**config.mk**
```make
export PLATFORM = sky130hd
export DESIGN_NAME = jk_reg_bank
export DESIGN_NICKNAME = d
export VERILOG_FILES = /design/src/rtl/jk_reg_bank.sv
export SDC_FILE = /design/constraint.sdc
export NUM_CORES = 1
export LEC_CHECK = 0
export CAP_MARGIN = 20
export CORE_MARGIN = 2
export CORE_UTILIZATION = 46
export DETAILED_ROUTE_END_ITERATION = 16
export PLACE_DENSITY = 0.76
export SLEW_MARGIN = 20
export SYNTH_ARGS = -nofsm -noshare
export SYNTH_HDL_FRONTEND = slang
export SYNTH_SLANG_ARGS = --single-unit
```
**constraint.sdc**
```tcl
create_clock -name clk -period 1.9 [get_ports clk]
set_input_delay 0.285 -clock clk [delete_from_list [all_inputs] [get_ports clk]]
set_output_delay 0.285 -clock clk [all_outputs]
set_load 0.1 [all_outputs]
```
**src/rtl/jk_reg_bank.sv**
```systemverilog
// rtl/jk_reg_bank.sv - WIDTH-channel master-slave JK/D/T/SR flip-flop bank with SR error flag and change counter
module jk_reg_bank #(
    parameter int WIDTH        = 8,
    parameter int SLAVE_STAGES = 1,
    parameter int CNT_W        = 8
) (
    input  logic             clk,
    input  logic             rst,
    input  logic             en,
    input  logic             clr,
    input  logic [1:0]       mode,
    input  logic [WIDTH-1:0] j,
    input  logic [WIDTH-1:0] k,
    input  logic             err_clr,
    output logic [WIDTH-1:0] q,
    output logic [WIDTH-1:0] q_bar,
    output logic             sr_err,
    output logic [CNT_W-1:0] chg_cnt
);

    localparam logic [1:0] MODE_JK = 2'b00;
    localparam logic [1:0] MODE_D  = 2'b01;
    localparam logic [1:0] MODE_T  = 2'b10;
    localparam logic [1:0] MODE_SR = 2'b11;

    localparam logic [CNT_W-1:0] CNT_MAX = {CNT_W{1'b1}};

    generate
        if (SLAVE_STAGES < 1 || SLAVE_STAGES > 4) begin : g_bad_stages
            $error("jk_reg_bank: SLAVE_STAGES must be in 1..4");
        end
        if (WIDTH < 1) begin : g_bad_width
            $error("jk_reg_bank: WIDTH must be at least 1");
        end
        if (CNT_W < 1) begin : g_bad_cnt_w
            $error("jk_reg_bank: CNT_W must be at least 1");
        end
    endgenerate

    logic [WIDTH-1:0] m;
    logic [WIDTH-1:0] m_next;
    logic             sr_illegal;
    logic             upd;
    logic             changed;

    logic [WIDTH-1:0] stage [SLAVE_STAGES];
    logic [WIDTH-1:0] last_in;
    logic [WIDTH-1:0] q_bar_r;

    assign upd     = en && !clr;
    assign changed = upd && (m_next != m);

    // Per-bit next master state for the selected mode; illegal SR bits hold
    always_comb begin
        m_next     = m;
        sr_illegal = 1'b0;
        for (int b = 0; b < WIDTH; b++) begin
            unique case (mode)
                MODE_JK: begin
                    unique case ({j[b], k[b]})
                        2'b10:   m_next[b] = 1'b1;
                        2'b01:   m_next[b] = 1'b0;
                        2'b11:   m_next[b] = ~m[b];
                        default: m_next[b] = m[b];
                    endcase
                end
                MODE_D:  m_next[b] = j[b];
                MODE_T:  m_next[b] = m[b] ^ j[b];
                MODE_SR: begin
                    unique case ({j[b], k[b]})
                        2'b10:   m_next[b] = 1'b1;
                        2'b01:   m_next[b] = 1'b0;
                        2'b11: begin
                            m_next[b]  = m[b];
                            sr_illegal = 1'b1;
                        end
                        default: m_next[b] = m[b];
                    endcase
                end
                default: m_next[b] = m[b];
            endcase
        end
    end

    // Master register: clear beats enable, enable loads the computed state
    always_ff @(posedge clk or posedge rst) begin
        if (rst) begin
            m <= '0;
        end else if (clr) begin
            m <= '0;
        end else if (en) begin
            m <= m_next;
        end
    end

    // Saturating count of enabled cycles in which the master actually changed
    always_ff @(posedge clk or posedge rst) begin
        if (rst) begin
            chg_cnt <= '0;
        end else if (clr) begin
            chg_cnt <= '0;
        end else if (changed && chg_cnt != CNT_MAX) begin
            chg_cnt <= chg_cnt + CNT_W'(1);
        end
    end

    // Sticky illegal-SR flag; a new violation outranks a simultaneous clear
    always_ff @(posedge clk or posedge rst) begin
        if (rst) begin
            sr_err <= 1'b0;
        end else if (upd && mode == MODE_SR && sr_illegal) begin
            sr_err <= 1'b1;
        end else if (err_clr) begin
            sr_err <= 1'b0;
        end
    end

    generate
        if (SLAVE_STAGES == 1) begin : g_last_in_m
            assign last_in = m;
        end else begin : g_last_in_stage
            assign last_in = stage[SLAVE_STAGES-2];
        end
    endgenerate

    // Slave pipeline runs every clock; q_bar is loaded with the complement of what the last stage loads
    always_ff @(posedge clk or posedge rst) begin
        if (rst) begin
            for (int i = 0; i < SLAVE_STAGES; i++) begin
                stage[i] <= '0;
            end
            q_bar_r <= '1;
        end else begin
            stage[0] <= m;
            for (int i = 1; i < SLAVE_STAGES; i++) begin
                stage[i] <= stage[i-1];
            end
            q_bar_r <= ~last_in;
        end
    end

    assign q     = stage[SLAVE_STAGES-1];
    assign q_bar = q_bar_r;

endmodule

```
==> impl_metrics.tcl, run 1 <==
set metrics [dict create \
    vias_per_cell 5.51 \
    setup_tns_ps -512 \
    io_buffers 47 \
    first_pass_iters 4 \
    ant_nets 0 \
    worst-endpoint-arrival_ps 2210 \
    vias 2038 \
    ios 48 \
    dp_hpwl_um 4050 \
    finClkSkew_ps 6.43 \
    reg2regPathDepth 8 \
    ys.flop_type "dfrtp_1" \
    leakagePower_nw 1.61 \
    n_fill_cell 328 \
    r2r_start "last_in[4]$_DFFE_PP0P_" \
    gp_congestion 0.859 \
    status "complete, but fails checks" \
    routed_wl_um 5710 \
    wl_per_cell_um 15.4 \
    seq_area_um2 850 \
    fmax_mhz 497 \
    htreeDepth 2 \
    die_h_um 73.5 \
    synth_fp_nets 264 \
    grt_max_degree 34 \
    dr.first_iter.drc_count 135 \
    area_delta_synth_final_pct 52.6 \
    finalCriticalPeriod_ps 2010 \
    grt_pass1_vias 1988 \
    critPathLaunchType "input pin" \
    rr_endpoint "chg_cnt[6]$_DFFE_PP0P_" \
    netlist.area_leader.share_pct 28.2 \
    synth_area_um2 2220 \
    start_util_pct 47.4 \
    crit_type "input pin to register" \
    synthTopCellsByArea "dfrtp_1 28%, ha_1 9.6%, dfstp_2 9.5%, mux2i_1 8.6%, a21oi_1 4.3%" \
    cts.path.max_buffers 2 \
    fp.dieW_um 73.5 \
    synth_cell_types 48 \
    placementRows 25 \
    grt_pass1_wl_um 9430 \
    critPathMaxFanout 7 \
    grtUsageTotal_pct 22.8 \
    drive_gt1_share_pct 42.7 \
    dieArea_um2 5400 \
    ys_ff_latch 33 \
    synth_commonest_cells "25 x dfrtp_1, 19 x a21oi_1, 19 x mux2i_1, 18 x inv_1, 17 x ha_1" \
    coreArea_um2 4690 \
    fin_crit_sh_pct 106 \
    rsz0062_at_grt "yes" \
    n_antenna_cell 0 \
    cts_tree "done" \
    maxCapViolations 0 \
    cts_made_buffers 5 \
    clkSinkCount 33 \
    worst_slew_pin_slew_ps 422 \
    min_path_type "input pin to asynchronous set/reset pin" \
    fin_ws_ps -112 \
    netlist_instances 224 \
    clkLatencyLatePin_ps 290 \
    violations "negative setup slack" \
    setup.worst_path.end_class "register" \
    synth_edf_count 0 \
    synthArstFlopShare_pct 100 \
    yosysMostFrequentCell "dfrtp_1" \
    drc_errors 0 \
    place_ws_ps -804 \
    final_nets 355 \
    antenna_found_initial 0 \
    root_buffer "clkbuf_8" \
    grt_overflow 0 \
    ctsHoldBuffers 0 \
    hold_viol_final 0 \
    setup_viol 8 \
    multi_input_area_um2 1380 \
    clk_transition_reported_paths_ps 70 \
    ys_seq_area_share_pct 37.6 \
    slew_headroom_pct 71.9 \
    maxSlewViolCount 0 \
    pwr_density_cell_nw_per_um2 665 \
    required_ps 2100 \
    ir_drop_uv 400 \
    synth_top_cell_by_area "dfrtp_1" \
    reg2reg_slack_ps -80 \
    yosysWarnings 0 \
    syn_avg_cell_area_um2 9.92 \
]
final cells by class:
| cell class | instances | area share (%) |
|---|---|---|
| tap | 54 | 1.99 |
| timing repair buffer | 95 | 26.7 |
| clock buffer | 7 | 2.55 |
| multi-input combinational | 160 | 40.6 |
| sequential | 33 | 25.0 |
| clock inverter | 1 | 0.885 |
| inverter | 20 | 2.29 |
cells by family (layout without fill, tap and decap cells):
logic type / count (synthesis) / after routing / synth area share, %
mux: 25 / 25 / 11.6
fa+ha+maj: 17 / 17 / 9.57
buf+inv: 31 / 123 / 6.76
simple gates: 53 / 53 / 14.4
compound gates: 64 / 64 / 19.7
flops: 33 / 33 / 37.6
xor+xnor: 1 / 1 / 0.394
critical path, cell delays in order:
cell and delay, ps:
dlygate4sd2_1 260, inv_1 90, ha_4 210, mux2i_1 120, a21oi_1 210, o22ai_2 110, nor4_2 370, a21boi_4 100
buf_6 140, nand4_1 90, mux2i_1 220
layout by cell type, fill, tap and decap left out, types with 4 or more instances in the layout:
cell,count
dfrtp_1,18
clkbuf_8,6
inv_2,6
ha_4,7
inv_1,13
mux2_2,5
nor2_1,15
dlygate4sd2_1,13
a21oi_1,18
ha_1,9
clkdlybuf4s50_1,4
o21ai_0,13
buf_12,10
nand4_1,5
a21o_1,4
and4b_1,4
dfrtp_2,5
dfstp_2,8
nand2b_1,9
a211oi_1,5
mux2i_1,18
buf_4,60
per-layer routing:
layer | GRT usage [%] | up-vias | wire length [um] | share of wire [%]
li1 | - | 998 | - | -
met1 | 29.5 | 992 | 2510 | 44
met2 | 38.8 | 42 | 2960 | 52
met3 | 4.25 | 6 | 187 | 3.3
met4 | 6.87 | 0 | 59 | 1.0
met5 | 0 | - | 0 | 0
worst max-delay path by stage:
stage	startpoint	endpoint	slack, ps	cells past startpoint
2_1_floorplan	mode[0]	chg_cnt[5]$_DFFE_PP0P_	-140	8
3_3_place_gp	k[4]	chg_cnt[5]$_DFFE_PP0P_	-700	10
3_5_place_dp	k[4]	chg_cnt[6]$_DFFE_PP0P_	-800	11
4_1_cts	last_in[4]$_DFFE_PP0P_	chg_cnt[6]$_DFFE_PP0P_	-100	8
5_1_grt	k[1]	chg_cnt[6]$_DFFE_PP0P_	-200	11
6_report	k[1]	chg_cnt[6]$_DFFE_PP0P_	-110	11
metrics by stage:
step           cell area (um2)  instances  util [%]  power [W]  hold WS, ps
5_1_grt                   3390        370      72.3    0.00236          456
2_1_floorplan             2260        224         -    0.00125          394
6_report                  3390        370      72.3    0.00226          392
3_3_place_gp              3130        360      66.6    0.00152          429
4_1_cts                   3390        370      72.2    0.00226          412
3_5_place_dp              3130        360      66.6    0.00153          430
state kept, by name, indices dropped and copies added, names as in the netlist:
| register | flops |
|---|---|
| chg_cnt | 8 |
| last_in | 8 |
| q | 8 |
| q_bar | 8 |
| sr_err | 1 |
what timing repair did:
item                                    CTS  global route
pin swaps                                18             1
endpoints found under the hold margin     0             0
gates resized for setup                  45             4
endpoints found under the setup margin    8             8
buffers inserted                          1             0
gates cloned                              1             0
power breakdown:
group | switching, W | total (W) | internal, W
sequential | 0.0000389 | 0.000793 | 0.000754
combinational | 0.000456 | 0.000771 | 0.000315
clock | 0.000264 | 0.000691 | 0.000428
total | 0.000759 | 0.00226 | 0.00150
Note: power is estimated with default switching activity, not from simulation.
==> inputs of run 2 (changes only) <==
CAP_MARGIN = not set   (was 20)
CORE_MARGIN = 5   (was 2)
==> impl_metrics.tcl, run 2 (synthesis gave the netlist of run 1 again) <==
set metrics [dict create \
    status "complete, but fails checks" \
    violations "negative setup slack" \
    area_delta_synth_final_pct 57.5 \
    coreArea_um2 4690 \
    slew_headroom_pct 71.6 \
    maxSlewViolCount 0 \
    r2r_start "last_in[4]$_DFFE_PP0P_" \
    cts.path.max_buffers 2 \
    final_nets 359 \
    vias_per_cell 5.82 \
    ctsHoldBuffers 0 \
    rr_endpoint "chg_cnt[5]$_DFFE_PP0P_" \
    die_h_um 79.5 \
    finClkSkew_ps 2.75 \
    dr.first_iter.drc_count 239 \
    fin_ws_ps -138 \
    rsz0062_at_grt "yes" \
    first_pass_iters 4 \
    grt_max_degree 34 \
    cp_cell_sequence "clkdlybuf4s15_1 -> buf_4 -> and4b_1 -> a21oi_2 -> o22ai_2 -> nor4_4 -> a21boi_4 -> nand4_1 -> mux2_4" \
    clk_transition_reported_paths_ps 70 \
    worst_slew_pin_slew_ps 427 \
    reg2regPathDepth 7 \
    critPathMaxStageDelay_ps 340 \
    placementRows 25 \
    cp_top_family "simple AND/OR/NAND/NOR gates" \
    reg2reg_slack_ps -120 \
    gp_congestion 0.850 \
    critPathSlowestCell "nor4_4" \
    crit_type "input pin to register" \
    clkSinkCount 33 \
    fin_cells 374 \
    crit_cells 9 \
    root_buffer "clkbuf_8" \
    critPathLaunchType "input pin" \
    ant_nets 0 \
    finalCriticalPeriod_ps 2040 \
    fp.dieW_um 79.5 \
    setup_viol 8 \
    dp_hpwl_um 4300 \
    required_ps 2080 \
    antenna_found_initial 0 \
    grt_pass1_wl_um 11200 \
    grt_overflow 0 \
    crit_buf_inv 2 \
    cts_tree "done" \
    cts_made_buffers 5 \
    drive_gt1_share_pct 48.1 \
    min_path_type "input pin to asynchronous set/reset pin" \
    routed_wl_um 6860 \
    dieArea_um2 6320 \
    grt_pass1_vias 2383 \
    mostFrequentLayoutCell "buf_4" \
    n_antenna_cell 0 \
    dp_cells 358 \
    fmax_mhz 491 \
    grtUsageTotal_pct 23.1 \
    setup.worst_path.end_class "register" \
    ios 48 \
    worst-endpoint-arrival_ps 2220 \
    pwr_density_cell_nw_per_um2 617 \
    clkLatencyLatePin_ps 300 \
    hold_viol_final 0 \
    maxCapViolations 0 \
    critPathMaxFanout 11 \
    fin_crit_sh_pct 107 \
    ir_drop_uv 410 \
    layout_common_cells "63 x buf_4, 18 x dfrtp_1, 17 x mux2i_1" \
    vias 2176 \
    wl_per_cell_um 18.3 \
    leakagePower_nw 1.65 \
    power.total_w 0.00216 \
    io_buffers 47 \
    start_util_pct 47.4 \
    drc_errors 0 \
    htreeDepth 2 \
]
run 2: changes by cell type in the layout (fill, tap and decap cells not counted), sizes merged:
cell	delta
clkinv	+2
bufinv	-1
buf	+3
clkdlybuf4s15	+1
dlygate4sd2	+1
clkbuf	-2
run 2: worst max path at each step:
stage	from	endpoint
floorplan	mode[0]	chg_cnt[5]$_DFFE_PP0P_
global route	last_in[4]$_DFFE_PP0P_	chg_cnt[3]$_DFFE_PP0P_
finish	mode[0]	chg_cnt[5]$_DFFE_PP0P_
detailed placement	j[4]	chg_cnt[5]$_DFFE_PP0P_
global placement	k[4]	chg_cnt[5]$_DFFE_PP0P_
CTS	last_in[4]$_DFFE_PP0P_	chg_cnt[5]$_DFFE_PP0P_
run 2: repair_timing:
action                     in CTS  in global routing
pin swaps                      18                  3
setup buffers                   7                  0
gates resized for setup        65                  2
gates cloned                    1                  0
setup endpoints to repair       8                  8
run 2: area by class of cell:
cell class              count  area [um2]
clock buffers               6        72.6
clock inverters             2        10.0
inverters                  20        77.6
flip-flops and latches     33         850
fillers                   317        1190
multi-input cells         160        1470
well taps                  54        67.6
repair buffers             99         953
run 2: metrics by stage:
step	TNS [ps]	hold WS [ps]	cell area [um2]	util (%)	worst slack (ps)
floorplan	-139	394	2260	-	-139
global placement	-5490	430	3120	66.6	-695
detailed placement	-6120	433	3120	66.6	-757
CTS	-464	425	3490	74.5	-111
global route	-1260	474	3500	74.6	-218
finish	-736	401	3500	74.6	-138
run 2: worst reg2reg max path, stage by stage (launching register included):
cell      delay [ps]
dfrtp_1          380
or3b_1           350
o211ai_1         160
mux2i_2          340
nor4_4            70
a21boi_4         160
nand4_1          130
mux2_4           320
run 2: layer usage:
layer	global-route usage [%]	wire length, um	part of all wire, %	up-vias
li1	-	-	-	1010
met1	26.5	2650	39	1046
met2	41.4	3560	52	89
met3	3.95	394	5.7	31
met4	10.8	260	3.8	0
met5	0	0	0	-
run 2: where the power goes:
group	switching, W	internal [W]
clock network	0.000277	0.000254
registers	0.0000418	0.000754
logic	0.000490	0.000343
total	0.000809	0.00135
